**src/rtl/counters_bank.sv**
```systemverilog
// Bank of per-channel event counters with saturate/wrap mode, sticky overflow, clear-on-read and a running total.
// Read latency 1 cycle after an accepted req in IDLE; no backpressure, a held req reads every cycle.
module counters_bank #(
  parameter int NUM_CH      = 5,
  parameter int IDX_W       = 3,
  parameter int CNT_W       = 5,
  parameter int SATURATE    = 1,
  parameter int CLR_ON_READ = 0
) (
  input  logic              clk,
  input  logic              reset_L,
  input  logic [3:0]        state,
  input  logic [NUM_CH-1:0] pop,
  input  logic              req,
  input  logic [IDX_W-1:0]  idx,
  output logic [CNT_W-1:0]  counts,
  output logic              counts_valid,
  output logic [CNT_W+2:0]  counts_total,
  output logic [NUM_CH-1:0] ovf,
  output logic              idx_err
);

  localparam logic [3:0] ST_RESET  = 4'b0001;
  localparam logic [3:0] ST_INIT   = 4'b0010;
  localparam logic [3:0] ST_IDLE   = 4'b0100;
  localparam logic [3:0] ST_ACTIVE = 4'b1000;

  localparam logic [CNT_W-1:0] CMAX   = '1;
  localparam logic [CNT_W+2:0] TMAX   = '1;
  localparam logic [IDX_W:0]   NCH_IX = (IDX_W+1)'(NUM_CH);

  logic [CNT_W-1:0]  cnt     [NUM_CH];
  logic [CNT_W-1:0]  cnt_nxt [NUM_CH];
  logic [NUM_CH-1:0] ovf_set;
  logic [CNT_W-1:0]  rd_val;
  logic [CNT_W+3:0]  pc;
  logic [CNT_W+3:0]  tot_sum;
  logic [CNT_W+2:0]  tot_nxt;
  logic              clr_st;
  logic              count_en;
  logic              rd_acc;
  logic              idx_ok;

  assign clr_st   = (state == ST_RESET) || (state == ST_INIT);
  assign count_en = (state == ST_IDLE) || (state == ST_ACTIVE);
  assign rd_acc   = (state == ST_IDLE) && req;
  assign idx_ok   = ({1'b0, idx} < NCH_IX);

  always_comb begin
    rd_val = '0;
    for (int ch = 0; ch < NUM_CH; ch++) begin
      if (idx == IDX_W'(ch)) rd_val = cnt[ch];
    end
  end

  // A cleared-on-read counter restarts from 0 so a same-cycle pop still lands as 1.
  always_comb begin
    ovf_set = '0;
    for (int ch = 0; ch < NUM_CH; ch++) begin
      logic [CNT_W-1:0] base;
      base = cnt[ch];
      if ((CLR_ON_READ != 0) && rd_acc && idx_ok && (idx == IDX_W'(ch))) base = '0;
      cnt_nxt[ch] = base;
      if (pop[ch]) begin
        if (base == CMAX) begin
          ovf_set[ch] = 1'b1;
          cnt_nxt[ch] = (SATURATE != 0) ? CMAX : '0;
        end else begin
          cnt_nxt[ch] = base + 1'b1;
        end
      end
    end
  end

  always_comb begin
    pc = '0;
    for (int ch = 0; ch < NUM_CH; ch++) begin
      pc = pc + {{(CNT_W+3){1'b0}}, pop[ch]};
    end
    tot_sum = {1'b0, counts_total} + pc;
    if (tot_sum[CNT_W+3] && (SATURATE != 0)) tot_nxt = TMAX;
    else                                     tot_nxt = tot_sum[CNT_W+2:0];
  end

  always_ff @(posedge clk) begin
    if (!reset_L || clr_st) begin
      for (int ch = 0; ch < NUM_CH; ch++) cnt[ch] <= '0;
      ovf          <= '0;
      counts_total <= '0;
      counts       <= '0;
      counts_valid <= 1'b0;
      idx_err      <= 1'b0;
    end else begin
      counts_valid <= rd_acc;
      idx_err      <= rd_acc && !idx_ok;
      if (rd_acc) counts <= idx_ok ? rd_val : '0;
      if (count_en) begin
        for (int ch = 0; ch < NUM_CH; ch++) cnt[ch] <= cnt_nxt[ch];
        ovf          <= ovf | ovf_set;
        counts_total <= tot_nxt;
      end
    end
  end

endmodule

```
**config.mk**
```make
export PLATFORM = sky130hd
export DESIGN_NAME = counters_bank
export DESIGN_NICKNAME = d
export VERILOG_FILES = /design/src/rtl/counters_bank.sv
export SDC_FILE = /design/constraint.sdc
export NUM_CORES = 1
export LEC_CHECK = 0
export CAP_MARGIN = 30
export CORE_MARGIN = 4
export CORE_UTILIZATION = 45
export DETAILED_ROUTE_END_ITERATION = 10
export PLACE_DENSITY = 0.79
export SYNTH_ARGS = -nofsm -noshare
export SYNTH_HDL_FRONTEND = slang
export SYNTH_SLANG_ARGS = --single-unit
export TNS_END_PERCENT = 5
```
**constraint.sdc**
```tcl
create_clock -name clk -period 3.83 [get_ports clk]
set_input_delay 0.5745 -clock clk [delete_from_list [all_inputs] [get_ports clk]]
set_output_delay 0.5745 -clock clk [all_outputs]
set_load 0.005 [all_outputs]
```
==> results of run 1 <==
-- worst paths after layout --
check                           slack, ns                      endpoint  cells after the start
worst min-delay path                 0.49           ovf[3]$_SDFFE_PP0P_                      2
worst min register to register       0.49           ovf[3]$_SDFFE_PP0P_                      2
worst max-delay path                 0.48  counts_total[2]$_SDFFE_PP0P_                     11
worst max register to register       1.38  counts_total[2]$_SDFFE_PP0P_                      9
-- kinds of logic (layout without fill, tap and decap cells) --
kind of cell | Yosys count | after routing
compound gates | 66 | 66
xor+xnor | 13 | 13
fa+ha+maj | 12 | 12
buf+inv | 26 | 60
flops | 45 | 45
mux | 8 | 8
simple gates | 55 | 55
-- per-stage QoR --
| step | power, mW | setup slack (ns) | hold slack, ns | cells |
|---|---|---|---|---|
| after CTS | 1.11 | 0.500 | 0.491 | 329 |
| final | 1.11 | 0.484 | 0.486 | 329 |
| after detailed placement | 0.699 | 0.181 | 0.466 | 321 |
| after global routing | 1.16 | 0.330 | 0.537 | 329 |
| after global placement | 0.694 | 0.253 | 0.466 | 321 |
| after floorplan | 0.649 | 0.826 | 0.461 | 225 |
-- sequential cells by signal, indices dropped and copies added (netlist names) --
register      count
cnt              25
counts            5
counts_total      8
counts_valid      1
idx_err           1
ovf               5
-- power breakdown --
group | internal, mW | leakage [nW] | switching, mW
sequential | 0.533 | 0.426 | 0.0235
clock | 0.259 | 0.0681 | 0.159
combinational | 0.0611 | 0.619 | 0.0710
-- layout make-up --
| cell class | count | share of cell area |
|---|---|---|
| Sequential cell | 45 | 0.399 |
| Multi-Input combinational cell | 154 | 0.382 |
| Inverter | 18 | 0.0234 |
| Clock inverter | 3 | 0.0226 |
| Tap cell | 70 | 0.0304 |
| Clock buffer | 5 | 0.0239 |
| Timing Repair Buffer | 34 | 0.118 |
-- placed cells by master (no fill, tap or decap), types with 3 or more instances in the layout --
master                            Yosys  routed
sky130_fd_sc_hd__clkdlybuf4s50_1      0      34
sky130_fd_sc_hd__a21oi_1             29      29
sky130_fd_sc_hd__edfxtp_1            25      25
sky130_fd_sc_hd__dfxtp_1             20      20
sky130_fd_sc_hd__inv_1               18      18
sky130_fd_sc_hd__nor2_1              16      16
sky130_fd_sc_hd__nand2_1             13      13
sky130_fd_sc_hd__a31oi_1             10      10
sky130_fd_sc_hd__ha_1                 9       9
sky130_fd_sc_hd__nand4_1              8       8
sky130_fd_sc_hd__xor2_1               7       7
sky130_fd_sc_hd__xnor2_1              6       6
sky130_fd_sc_hd__mux2i_1              6       6
sky130_fd_sc_hd__nand3_1              5       5
sky130_fd_sc_hd__o21ai_0              5       5
sky130_fd_sc_hd__clkbuf_8             0       5
sky130_fd_sc_hd__o221a_2              4       4
sky130_fd_sc_hd__a211oi_1             3       3
sky130_fd_sc_hd__o2bb2ai_1            3       3
sky130_fd_sc_hd__fa_1                 3       3
-- cell usage after synthesis, types with 3 or more instances --
master / instances
sky130_fd_sc_hd__inv_1: 18
sky130_fd_sc_hd__ha_1: 9
sky130_fd_sc_hd__nor2_1: 16
sky130_fd_sc_hd__o221a_2: 4
sky130_fd_sc_hd__fa_1: 3
sky130_fd_sc_hd__xnor2_1: 6
sky130_fd_sc_hd__o2bb2ai_1: 3
sky130_fd_sc_hd__buf_2: 5
sky130_fd_sc_hd__nand2_1: 13
sky130_fd_sc_hd__xor2_1: 7
sky130_fd_sc_hd__mux2i_1: 6
sky130_fd_sc_hd__nand3_1: 5
sky130_fd_sc_hd__edfxtp_1: 25
sky130_fd_sc_hd__dfxtp_1: 20
sky130_fd_sc_hd__a211oi_1: 3
sky130_fd_sc_hd__a21oi_1: 29
sky130_fd_sc_hd__o21ai_0: 5
sky130_fd_sc_hd__nand4_1: 8
sky130_fd_sc_hd__a31oi_1: 10
-- critical path, cell delays in order --
cell and delay (ns):
sky130_fd_sc_hd__clkdlybuf4s50_1 0.48, sky130_fd_sc_hd__fa_1 0.56, sky130_fd_sc_hd__inv_1 0.05, sky130_fd_sc_hd__fa_1 0.47
sky130_fd_sc_hd__inv_1 0.04, sky130_fd_sc_hd__ha_1 0.19, sky130_fd_sc_hd__fa_1 0.41, sky130_fd_sc_hd__a21o_1 0.22
sky130_fd_sc_hd__nand4_1 0.15, sky130_fd_sc_hd__nand2_1 0.13, sky130_fd_sc_hd__o221a_2 0.26
-- metal layers --
layer | track usage | wire length, um | up-vias
met4 | 0.0456 | 36 | 0
met2 | 0.254 | 2330 | 43
met1 | 0.230 | 2310 | 869
met5 | 0 | 0 | -
li1 | - | - | 905
met3 | 0.0381 | 206 | 4
==> reports/qor.yml, run 1 <==
sequential_to_total_area_share_from_yosys_stat: 0.486
yosys-mux-area-fraction: 0.0444
yosysUniqueCellTypes: 44
final_max_slew_viol_count: 0
cts_tree: "done"
synthesis.yosys.warnings: 0
routabilityCongestion: 0.817
cts.reportedPaths.clkPinSlew_ns: 0.08
finalClockSkew_ns: 0.00959
finish.net_count: 285
post_synth_xor_area_fraction: 0.0481
timing.setup.critical_path_class: "in -> reg"
clkLatencyLatePin_ns: 0.30
drt_first_iter_violations: 122
floorplan.die_area_um2: 6490
grt_usage: 0.164
row_count: 26
synth_flop_cell: "sky130_fd_sc_hd__edfxtp_1"
crit_path_start_kind: "primary input"
first_global_vias: 1727
final-setup-viol-count: 0
synthesis.area_um2: 2370
fmax_mhz: 299
timing.rr.start: "counts_total[0]$_SDFFE_PP0P_"
yosys.area_share.simple: 0.116
clock_tree.htree_level_count: 2
place.port_buffers: 34
die_width_um: 80.6
clkSinkCount: 45
finalSetupTns_ns: 0
post-dp-hpwl_um: 3670
synth.avg_cell_area_um2: 10.5
finalHoldViolations: 0
asyncSetResetFlopFracSynth: 0
timing.critical_path.arrival_ns: 3.54
finish.utilization: 0.564
combinational_family_with_the_most_area_after_synthesis: "compound AO/OA/AOI/OAI gates"
starting_density_of_the_core: 0.464
final_min_period_over_clock_period: 0.874
dpl_cell_area_um2: 2750
synth-compound-area-share: 0.184
core_area_um2: 5110
vias_per_cell: 5.53
remaining_drc_errors: 0
slew_headroom: 0.456
post-synth-top-area-fraction: 0.317
maxCapViolations: 0
area_taken_by_multi_input_logic_gates_um2: 1100
leak_pwr_nw: 1.11
layout.area.seq_um2: 1150
synth_seq_cells: 45
gr-total-overflow: 0
rsz0062_at_grt: "no"
areaGrowthSynthToFinish_pct: 21.7
synth_enable_flop_cells: 25
clock_buffers_created_by_tritoncts: 5
worst-endpoint-required_ns: 4.02
ys_top_cells_by_area: "sky130_fd_sc_hd__edfxtp_1 (32%), sky130_fd_sc_hd__dfxtp_1 (17%), sky130_fd_sc_hd__a21oi_1 (6.1%), sky130_fd_sc_hd__ha_1 (4.8%), sky130_fd_sc_hd__inv_1 (2.9%)"
drt-total-wl_um: 4880
p_per_area_nw_per_um2: 384
ir_drop_mv: 0.203
syn-instance-count: 225
post-cts-setup-buffers: 0
ctsResizeCount: 0
outcome: "finished, final reports clean"
post-synth-top-area-cell: "sky130_fd_sc_hd__edfxtp_1"
final_layout_size_suffix_gt1_frac: 0.0734
grt_max_degree: 26
postRouteAntennaNets: 0
wire_per_inst_um: 14.8
clock_root_buffer: "sky130_fd_sc_hd__clkbuf_8"
post-route-min-period_ns: 3.35
worstPathMaxFanout: 4
grt_antenna_before_repair: 0
antenna_cells_inserted: 0
critical_path.startpoint: "pop[0]"
cts.path.max_buffers: 2
routed-via-count: 1821
hold_path.class: "reg -> reg"
die_height_um: 80.6
worstMarginPinSlew_ns: 0.812
cts.hold.buffers_added: 0
wire_length_of_the_first_global_routing_pass_um: 8220
synthesis.nets: 252
critPathCaptureType: "flip-flop"
boundaryPins: 35
fillerInstances: 453
final_design_area_no_fill_um2: 2880
holdCritStartpoint: "ovf[3]$_SDFFE_PP0P_"
synth_adder_area_share: 0.0729
drtPass1Iterations: 4
Power figures use the tool's default switching activity.
==> run 2: changes to the inputs <==
- SKIP_CTS_REPAIR_TIMING: unset -> 1
==> results of run 2 <==
Same layout as run 1: the final DEF is identical, and so are final timing and power.
